`src/rtl/uc_asm_mc_pkg.sv`:
```
// Shared encodings for the multicycle RV32I control unit: states, instruction
// classes, opcodes, ULA operation codes and register-file write source codes.
package uc_asm_mc_pkg;

    typedef enum logic [2:0] {
        ST_IDLE   = 3'd0,
        ST_FETCH  = 3'd1,
        ST_DECODE = 3'd2,
        ST_EXEC   = 3'd3,
        ST_MEM    = 3'd4,
        ST_WB     = 3'd5,
        ST_TRAP   = 3'd6
    } state_t;

    typedef enum logic [3:0] {
        CL_R      = 4'd0,
        CL_IALU   = 4'd1,
        CL_LOAD   = 4'd2,
        CL_STORE  = 4'd3,
        CL_BRANCH = 4'd4,
        CL_JAL    = 4'd5,
        CL_JALR   = 4'd6,
        CL_LUI    = 4'd7,
        CL_AUIPC  = 4'd8,
        CL_ILL    = 4'd9
    } class_t;

    localparam logic [6:0] OP_R      = 7'b0110011;
    localparam logic [6:0] OP_IALU   = 7'b0010011;
    localparam logic [6:0] OP_LOAD   = 7'b0000011;
    localparam logic [6:0] OP_STORE  = 7'b0100011;
    localparam logic [6:0] OP_BRANCH = 7'b1100011;
    localparam logic [6:0] OP_JAL    = 7'b1101111;
    localparam logic [6:0] OP_JALR   = 7'b1100111;
    localparam logic [6:0] OP_LUI    = 7'b0110111;
    localparam logic [6:0] OP_AUIPC  = 7'b0010111;

    localparam logic [3:0] ULA_ADD  = 4'd0;
    localparam logic [3:0] ULA_SUB  = 4'd1;
    localparam logic [3:0] ULA_SLL  = 4'd2;
    localparam logic [3:0] ULA_SLT  = 4'd3;
    localparam logic [3:0] ULA_SLTU = 4'd4;
    localparam logic [3:0] ULA_XOR  = 4'd5;
    localparam logic [3:0] ULA_SRL  = 4'd6;
    localparam logic [3:0] ULA_SRA  = 4'd7;
    localparam logic [3:0] ULA_OR   = 4'd8;
    localparam logic [3:0] ULA_AND  = 4'd9;

    localparam logic [1:0] RF_ALU = 2'b00;
    localparam logic [1:0] RF_MEM = 2'b01;
    localparam logic [1:0] RF_PC4 = 2'b10;
    localparam logic [1:0] RF_IMM = 2'b11;

    // Branches with funct3 010/011 have no RV32I meaning and are treated as illegal.
    function automatic class_t decode_class(input logic [6:0] opcode, input logic [2:0] funct3);
        class_t cl;
        case (opcode)
            OP_R:      cl = CL_R;
            OP_IALU:   cl = CL_IALU;
            OP_LOAD:   cl = CL_LOAD;
            OP_STORE:  cl = CL_STORE;
            OP_BRANCH: cl = (funct3[2:1] == 2'b01) ? CL_ILL : CL_BRANCH;
            OP_JAL:    cl = CL_JAL;
            OP_JALR:   cl = CL_JALR;
            OP_LUI:    cl = CL_LUI;
            OP_AUIPC:  cl = CL_AUIPC;
            default:   cl = CL_ILL;
        endcase
        return cl;
    endfunction

    function automatic logic branch_taken(input logic [2:0] funct3, input logic zero,
                                          input logic lt);
        logic taken;
        case (funct3)
            3'b000:          taken = zero;
            3'b001:          taken = ~zero;
            3'b100, 3'b110:  taken = lt;
            3'b101, 3'b111:  taken = ~lt;
            default:         taken = 1'b0;
        endcase
        return taken;
    endfunction

endpackage

```
`src/rtl/uc_asm_mc_ula_ctrl.sv`:
```
// Combinational ULA operation decode from the latched instruction class and
// the IR funct fields.
module uc_asm_mc_ula_ctrl
    import uc_asm_mc_pkg::*;
(
    input  class_t     i_class,
    input  logic [2:0] i_funct3,
    input  logic       i_funct7_5,
    output logic [3:0] o_ula_op
);

    logic [3:0] w_alu_op;

    // Shared R / I-ALU table; only R uses funct7_5 to pick SUB over ADD.
    always_comb begin
        w_alu_op = ULA_ADD;
        case (i_funct3)
            3'b000: w_alu_op = (i_funct7_5 && i_class == CL_R) ? ULA_SUB : ULA_ADD;
            3'b001: w_alu_op = ULA_SLL;
            3'b010: w_alu_op = ULA_SLT;
            3'b011: w_alu_op = ULA_SLTU;
            3'b100: w_alu_op = ULA_XOR;
            3'b101: w_alu_op = i_funct7_5 ? ULA_SRA : ULA_SRL;
            3'b110: w_alu_op = ULA_OR;
            3'b111: w_alu_op = ULA_AND;
            default: w_alu_op = ULA_ADD;
        endcase
    end

    always_comb begin
        o_ula_op = ULA_ADD;
        case (i_class)
            CL_R, CL_IALU: o_ula_op = w_alu_op;
            CL_BRANCH: begin
                case (i_funct3[2:1])
                    2'b10:   o_ula_op = ULA_SLT;
                    2'b11:   o_ula_op = ULA_SLTU;
                    default: o_ula_op = ULA_SUB;
                endcase
            end
            default: o_ula_op = ULA_ADD;
        endcase
    end

endmodule

```
`src/rtl/uc_asm_mc.sv`:
```
// Multicycle RV32I control FSM: sequences FETCH/DECODE/EXEC/MEM/WB and drives
// datapath selects, enables and memory requests from the IR fields.
//
// state  | meaning
// IDLE   | after reset, one cycle before the first fetch
// FETCH  | instruction read; IR loads when memory completes
// DECODE | instruction class latched from opcode
// EXEC   | ALU operand selection; branches resolve here
// MEM    | data access for LOAD / STORE
// WB     | register write and PC update
// TRAP   | illegal instruction, held until reset
module uc_asm_mc
    import uc_asm_mc_pkg::*;
#(
    parameter int MEM_LAT = 1,
    parameter int MEM_HS  = 0,
    parameter int CNT_W   = 4
) (
    input  logic       i_clk,
    input  logic       i_reset,
    input  logic [6:0] i_opcode,
    input  logic [2:0] i_funct3,
    input  logic       i_funct7_5,
    input  logic       i_ula_zero,
    input  logic       i_ula_lt,
    input  logic       i_mem_ready,
    output logic       o_we_rf,
    output logic       o_we_mem,
    output logic       o_re_mem,
    output logic [1:0] o_rf_din_sel,
    output logic       o_ula_din1_sel,
    output logic       o_ula_din2_sel,
    output logic [3:0] o_ula_op,
    output logic       o_load_pc,
    output logic       o_load_ir,
    output logic       o_pc_next_sel,
    output logic       o_pc_adder_sel,
    output logic       o_illegal
);

    state_t           r_state;
    class_t           r_class;
    logic [CNT_W-1:0] r_cnt;

    class_t           w_dec_class;
    logic             w_done;
    logic             w_taken;
    logic [3:0]       w_ula_op;

    assign w_dec_class = decode_class(i_opcode, i_funct3);
    assign w_taken     = branch_taken(i_funct3, i_ula_zero, i_ula_lt);
    assign w_done      = (MEM_HS != 0) ? i_mem_ready : (r_cnt == CNT_W'(MEM_LAT));

    uc_asm_mc_ula_ctrl u_ula_ctrl (
        .i_class    (r_class),
        .i_funct3   (i_funct3),
        .i_funct7_5 (i_funct7_5),
        .o_ula_op   (w_ula_op)
    );

    always_ff @(posedge i_clk or posedge i_reset) begin
        if (i_reset) begin
            r_state <= ST_IDLE;
            r_class <= CL_R;
            r_cnt   <= '0;
        end else begin
            case (r_state)
                ST_IDLE: begin
                    r_cnt   <= '0;
                    r_state <= ST_FETCH;
                end
                ST_FETCH: begin
                    if (w_done) begin
                        r_cnt   <= '0;
                        r_state <= ST_DECODE;
                    end else begin
                        r_cnt <= r_cnt + CNT_W'(1);
                    end
                end
                ST_DECODE: begin
                    r_cnt   <= '0;
                    r_class <= w_dec_class;
                    r_state <= (w_dec_class == CL_ILL) ? ST_TRAP : ST_EXEC;
                end
                ST_EXEC: begin
                    r_cnt <= '0;
                    case (r_class)
                        CL_LOAD, CL_STORE: r_state <= ST_MEM;
                        CL_BRANCH:         r_state <= ST_FETCH;
                        default:           r_state <= ST_WB;
                    endcase
                end
                ST_MEM: begin
                    if (w_done) begin
                        r_cnt   <= '0;
                        r_state <= (r_class == CL_LOAD) ? ST_WB : ST_FETCH;
                    end else begin
                        r_cnt <= r_cnt + CNT_W'(1);
                    end
                end
                ST_WB: begin
                    r_cnt   <= '0;
                    r_state <= ST_FETCH;
                end
                ST_TRAP: begin
                    r_cnt   <= '0;
                    r_state <= ST_TRAP;
                end
                default: begin
                    r_cnt   <= '0;
                    r_state <= ST_IDLE;
                end
            endcase
        end
    end

    // Outputs decode from registered state, so an async reset clears them at once.
    always_comb begin
        o_we_rf        = 1'b0;
        o_we_mem       = 1'b0;
        o_re_mem       = 1'b0;
        o_rf_din_sel   = RF_ALU;
        o_ula_din1_sel = 1'b0;
        o_ula_din2_sel = 1'b0;
        o_ula_op       = ULA_ADD;
        o_load_pc      = 1'b0;
        o_load_ir      = 1'b0;
        o_pc_next_sel  = 1'b0;
        o_pc_adder_sel = 1'b0;
        o_illegal      = 1'b0;
        case (r_state)
            ST_FETCH: begin
                o_re_mem  = 1'b1;
                o_load_ir = w_done;
            end
            ST_EXEC: begin
                o_ula_op = w_ula_op;
                case (r_class)
                    CL_IALU, CL_LOAD, CL_STORE: o_ula_din2_sel = 1'b1;
                    CL_AUIPC: begin
                        o_ula_din1_sel = 1'b1;
                        o_ula_din2_sel = 1'b1;
                    end
                    CL_BRANCH: begin
                        o_load_pc     = 1'b1;
                        o_pc_next_sel = w_taken;
                    end
                    default: o_ula_din2_sel = 1'b0;
                endcase
            end
            ST_MEM: begin
                o_ula_op = w_ula_op;
                if (r_class == CL_STORE) begin
                    o_we_mem  = 1'b1;
                    o_load_pc = w_done;
                end else begin
                    o_re_mem = 1'b1;
                end
            end
            ST_WB: begin
                o_ula_op  = w_ula_op;
                o_we_rf   = 1'b1;
                o_load_pc = 1'b1;
                case (r_class)
                    CL_LOAD:          o_rf_din_sel = RF_MEM;
                    CL_JAL, CL_JALR:  o_rf_din_sel = RF_PC4;
                    CL_LUI:           o_rf_din_sel = RF_IMM;
                    default:          o_rf_din_sel = RF_ALU;
                endcase
                o_pc_next_sel  = (r_class == CL_JAL) || (r_class == CL_JALR);
                o_pc_adder_sel = (r_class == CL_JALR);
            end
            ST_TRAP: o_illegal = 1'b1;
            default: o_illegal = 1'b0;
        endcase
    end

endmodule

```
`config.mk`:
```
export PLATFORM = sky130hd
export DESIGN_NAME = uc_asm_mc
export DESIGN_NICKNAME = d
export VERILOG_FILES = /design/src/rtl/uc_asm_mc_pkg.sv /design/src/rtl/uc_asm_mc_ula_ctrl.sv /design/src/rtl/uc_asm_mc.sv
export SDC_FILE = /design/constraint.sdc
export NUM_CORES = 1
export LEC_CHECK = 0
export CORE_MARGIN = 1
export CORE_UTILIZATION = 46
export CTS_BUF_LIST = sky130_fd_sc_hd__clkbuf_16
export DETAILED_ROUTE_END_ITERATION = 10
export PLACE_DENSITY = 0.79
export SYNTH_ARGS = -nofsm -noshare
export SYNTH_HDL_FRONTEND = slang
export SYNTH_SLANG_ARGS = --single-unit
export TNS_END_PERCENT = 30
```
`constraint.sdc`:
```
create_clock -name i_clk -period 1.83 [get_ports i_clk]
set_input_delay 0.366 -clock i_clk [delete_from_list [all_inputs] [get_ports i_clk]]
set_output_delay 0.366 -clock i_clk [all_outputs]
set_load 0.02 [all_outputs]
```
==> run metrics, run 1 <==
total power=1840 uW; Util after Layout=87.3%; Post-DP Area=1560 um2; Max transition margin=71.5%; Fill cells=103; Sequential Area=280 um2; Startpoint Class=register; CP dominant cell by count=buf_4; Leak=0.000763 uW; Req. time, crit path=1.46 ns; hold_buf cts=0; number of synthesized flops with an enable pin=0; Synth cell types=45; final wirelength=3.61 mm; Post-DRT Antenna Nets=0; post-synthesis sequential area ratio=27.2%; Die Wd=48.9 um; DIE AREA=2390 um2; router iterations before antenna repair=4; Initial Utilization=50.0%; Avg Inst Size Synth=7.84 um2; synth top area cells=dfrtp_1, nor2_1, nand2b_1, nand2_1, a21oi_1; crit path cell chain=nor4b_4 > buf_4 > a22oi_2 > o32a_1 > nor2_1 > buf_4; gpl congestion=0.855; fin. max-slew vios=0; CP max FO=6; Post-Syn Area=1010 um2; Rows=16; unrepaired setup endpoints after global routing=true; I/O pin count=32; Clock Skew=0.00134 ns; clock-pin slew on the worst setup and hold paths=0.04 ns; cts bufs inserted=3; crit-path leading delay family=flip-flops; slowest CP cell=dfrtp_2; largest net degree at the start of global routing=12; critical path class=reg -> out; failing checks=negative setup slack; fin area=1760 um2; Place WS=-0.634 ns; # clock sinks=11; Final Setup Violations=12; DR vias/cell=5.98; maximum vdd drop=1150 uV; DP Wirelength=2.18 mm; clock buffer depth=2; layout cells sized above 1=42.9%; Synthesized Nets=147; PwrDens=1040 nW/um2; core box area=2020 um2; setup TNS=-1.18 ns; post-route DRC violation count=0; Mapped Cells=129; htree depth=1; post-synth top area share=27.2%; total gr overflow=0; MaxCap Viol Count=0; vias in the first global route=1273; CTS tree=yes; WP buf/inv=2; CP Capture Type=primary output; Final min period=2.08 ns; gr usage total=30.2%; Critical Path AT=1.72 ns; slowest cell delay on critical path=0.46 ns; FFs w/ async S/R, synth=100%; I/O Buffers=30; antenna violations before repair=0; CTS root buffer=clkbuf_16; routed via count=1303; Avg WL per Cell=16.6 um; fmax=480 MHz; status=finished with violations; die span in y=48.9 um; DRT iter0 DRCs=33; clock latency on the worst-skew pair=0.24 ns; Synth Flop Type=dfrtp_1; first-pass GRT wire length=5.65 mm; Final period util=114%; multi-input logic area=815 um2; cell taking the most area after synthesis=dfrtp_1; Antenna Cells=0; Synth Register Bits=11; HP Class=in -> async; Syn. warnings=0; Worst Slack Setup Final=-0.254 ns; Area Overhead vs Synth=74.5%; Fin. Hold Viols=0; # nets final=210; worst slew pin tran=0.427 ns
[where the power goes]
group          total (uW)  internal (uW)  leakage [uW]  switching [uW]
sequential            410            316      0.000132            94.5
combinational        1040            498      0.000588             537
clock                 392            287     0.0000423             106
total                1840           1100      0.000763             737
[sequential cells by signal, indices dropped and copies added, names as in the netlist]
name     cells
r_state      3
r_cnt        4
r_class      4
[through the flow]
stage	hold WS, ns	std cells
6_report	0.429	218
5_1_grt	0.481	218
4_1_cts	0.441	216
3_5_place_dp	0.549	211
3_3_place_gp	0.526	211
2_1_floorplan	0.218	129
[synth_stat cells, types with 2 or more instances]
library cell	count
inv_1	4
nand2_1	12
and2_1	2
buf_2	4
dfrtp_1	11
nand3_1	2
nor2_1	15
nor4_1	2
ha_1	2
nand4_1	2
nand2b_1	8
a21oi_1	8
o2bb2ai_1	3
nor3_1	5
a21o_1	2
xor2_1	4
nor3b_1	5
nor2b_1	3
clkbuf_1	3
o21ai_1	4
a31oi_1	2
xnor2_1	3
[worst reg2reg max path, delay by kind of cell, from the launching register on]
kind	cells	cell delay [ns]
buffers and inverters	2	0.22
AO/OA/AOI/OAI	2	0.23
flip-flops	1	0.37
adder cells (fa/ha/maj)	1	0.14
AND/OR/NAND/NOR	2	0.54
[routing by layer]
metal	share of wire (%)	vias to the layer above	track usage [%]	routed length, um
li1	-	591	-	-
met1	39	630	34.1	1420
met2	51	60	53.5	1850
met3	3.9	22	4.67	140
met4	5.4	0	17.2	194
met5	0	-	0	0
[logic make-up (layout without fill, tap and decap cells)]
kind of cell               Yosys count  count (layout)  share of synthesized area [%]
AOI/OAI and AO/OA                   30              30                           20.7
DFF                                 11              11                           27.2
xor gates and xnor gates             7               7                           6.06
adders and majority gates            2               2                           2.47
buffers and inverters               12              74                           5.69
and+or+nand+nor                     67              67                           37.9
[cells in the final DEF, fill, tap and decap left out, drive strengths merged, types with 8 or more instances in the layout]
| master | netlist | final |
|---|---|---|
| dfrtp | 11 | 11 |
| clkdlybuf4s50 | 0 | 11 |
| nand2b | 8 | 8 |
| nor2 | 15 | 15 |
| a21oi | 8 | 8 |
| buf | 5 | 51 |
| nand2 | 12 | 12 |
[final timing paths]
kind	cells past startpoint	to	startpoint	slack, ns
min in group i_clk	2	r_cnt[0]$_DFF_PP0_	r_cnt[0]$_DFF_PP0_	0.55
setup / recovery	6	o_ula_op[1]	r_class[1]$_DFFE_PP0P_	-0.25
hold reg to reg	2	r_cnt[0]$_DFF_PP0_	r_cnt[0]$_DFF_PP0_	0.55
max in group asynchronous	2	r_class[2]$_DFFE_PP0P_	i_reset	1.08
hold / removal	2	r_cnt[2]$_DFF_PP0_	i_reset	0.43
setup reg to reg	7	r_state[0]$_DFFE_PP0P_	r_cnt[1]$_DFF_PP0_	0.21
[layout make-up]
class | instances | share of cell area, %
multi-input cells | 106 | 46.2
clock inverters | 1 | 0.213
flip-flops and latches | 11 | 15.9
repair buffers | 66 | 30.7
clock buffers | 3 | 4.26
inverters | 4 | 0.851
well taps | 27 | 1.91
[timing repair]
action | in CTS | in global routing
setup buffers | 1 | 2
cloned | 0 | 0
pin swaps | 8 | 11
gates resized for setup | 86 | 27
setup endpoints to repair | 16 | 16
No activity file was read; power rests on OpenSTA's default activity.
==> run 2, diff against run 1 <==
--- a/config.mk
+++ b/config.mk
@@ -6,10 +6,9 @@
 export NUM_CORES = 1
 export LEC_CHECK = 0
 export CORE_MARGIN = 1
-export CORE_UTILIZATION = 46
+export CORE_UTILIZATION = 32
 export CTS_BUF_LIST = sky130_fd_sc_hd__clkbuf_16
 export DETAILED_ROUTE_END_ITERATION = 10
-export PLACE_DENSITY = 0.79
 export SYNTH_ARGS = -nofsm -noshare
 export SYNTH_HDL_FRONTEND = slang
 export SYNTH_SLANG_ARGS = --single-unit
==> run metrics, run 2 (synthesized netlist as in run 1, its figures left out) <==
Final min period=2.00 ns; Fin. Hold Viols=0; Req. time, crit path=1.46 ns; Worst Reg-to-Reg Cells=7; Startpoint Class=register; Leak=0.000785 uW; DP Wirelength=2.19 mm; hold_buf cts=0; Avg WL per Cell=11.7 um; biggest registers after layout=r_class x4, r_cnt x4, r_state x3; MaxCap Viol Count=0; flop-to-flop setup slack=0.18 ns; fmax=501 MHz; failing checks=negative setup slack; end point of the critical path=o_ula_op[1]; PwrDens=991 nW/um2; gr usage total=17.0%; Die Wd=58.2 um; slowest cell delay on critical path=0.45 ns; gpl congestion=0.830; vias in the first global route=1095; first-pass GRT wire length=4.49 mm; clock buffer depth=2; die span in y=58.2 um; Clock Skew=0.00147 ns; Rows=20; DR vias/cell=5.03; Reg2Reg Launch Point=r_cnt[1]$_DFF_PP0_; CTS root buffer=clkbuf_16; Initial Utilization=33.4%; I/O pin count=32; largest net degree at the start of global routing=12; commonest non-fill, non-tap cell in the layout=buf_4; CP Capture Type=primary output; worst slew pin tran=0.430 ns; unrepaired setup endpoints after global routing=true; Fill cells=258; DIE AREA=3390 um2; critical path class=reg -> out; layout cells sized above 1=43.3%; Area Overhead vs Synth=74.9%; most frequent cells in the layout=buf_4, nor2_1, nand2_1, clkdlybuf4s50_1, dfrtp_1; crit path cell chain=or3_4 > o32a_1 > nor2_1 > buf_4; htree depth=1; Max transition margin=71.3%; maximum vdd drop=633 uV; crit path from=r_class[3]$_DFFE_PP0P_; HP Class=in -> async; DRT iter0 DRCs=24; FF-to-FF End=r_state[0]$_DFFE_PP0P_; Final period util=109%; cts bufs inserted=3; Post-DRT Antenna Nets=0; total gr overflow=0; I/O Buffers=30; Final Setup Violations=6; CP max FO=5; fin cells=238; clock latency on the worst-skew pair=0.24 ns; Worst Slack Setup Final=-0.167 ns; status=finished with violations; # nets final=213; final wirelength=2.78 mm; post-route DRC violation count=0; core box area=3030 um2; router iterations before antenna repair=4; Antenna Cells=0; CTS tree=yes; routed via count=1198; fin. max-slew vios=0; # clock sinks=11; clock-pin slew on the worst setup and hold paths=0.04 ns; Cells after DPL=229; slowest CP cell=dfrtp_2; total power=1750 uW; Critical Path AT=1.63 ns; antenna violations before repair=0
[run 2: changes by cell type in the layout (fill, tap and decap cells not counted), moves of 2 or more]
cell / change
buf_4: +4
buf_6: -2
nor3_1: +2
nor3_2: -2
[run 2: metal layers]
layer	up-vias	GRT usage (%)	share of wire, %
met2	34	28.4	50
li1	598	-	-
met4	0	8.84	1.5
met3	6	3.57	4.6
met5	-	0	0
met1	560	20.4	44
[run 2: how the worst min path moves through the flow]
| stage | startpoint | endpoint | slack (ns) | depth (start not counted) |
|---|---|---|---|---|
| detailed placement | r_cnt[0]$_DFF_PP0_ | r_cnt[0]$_DFF_PP0_ | 0.54 | 2 |
| floorplan | i_reset | r_class[0]$_DFFE_PP0P_ | 0.22 | 1 |
| global placement | r_cnt[0]$_DFF_PP0_ | r_cnt[0]$_DFF_PP0_ | 0.52 | 2 |
| CTS | i_reset | r_cnt[2]$_DFF_PP0_ | 0.44 | 2 |
| finish | i_reset | r_state[1]$_DFFE_PP0P_ | 0.43 | 2 |
| global route | i_reset | r_cnt[0]$_DFF_PP0_ | 0.47 | 2 |
[run 2: critical path, delay by kind of cell (launching register included)]
kind                   cells  cell delay (ns)
AOI/OAI and AO/OA          1             0.29
buffers and inverters      1             0.14
DFF                        1             0.45
and+or+nand+nor            2             0.52
[run 2: repair_timing]
action,CTS,global route
pin swaps,5,13
setup buffers,3,2
gates resized for setup,84,25
endpoints found under the setup margin,16,15
[run 2: per-stage QoR]
step | area, um2 | setup TNS [ns] | hold slack (ns) | utilization (%) | setup WS, ns
floorplan | 1020 | -0.0698 | 0.218 | - | -0.0481
global placement | 1580 | -4.64 | 0.525 | 52.3 | -0.584
detailed placement | 1580 | -4.98 | 0.538 | 52.3 | -0.618
CTS | 1690 | -0.823 | 0.440 | 55.7 | -0.156
global route | 1770 | -1.35 | 0.470 | 58.4 | -0.214
finish | 1770 | -0.659 | 0.426 | 58.4 | -0.167
[run 2: layout make-up]
class	count	area, um2	share of cell area (%)
Sequential cell	11	279	15.8
Tap cell	44	55.1	3.11
Multi-Input combinational cell	106	792	44.8
Inverter	4	15.0	0.849
Clock inverter	1	3.75	0.212
Timing Repair Buffer	69	548	31.0
Clock buffer	3	75.1	4.25
[run 2: where the power goes]
part | switching, uW | internal (uW)
sequential | 71.1 | 315
combinational | 472 | 502
clock | 105 | 286
total | 648 | 1100
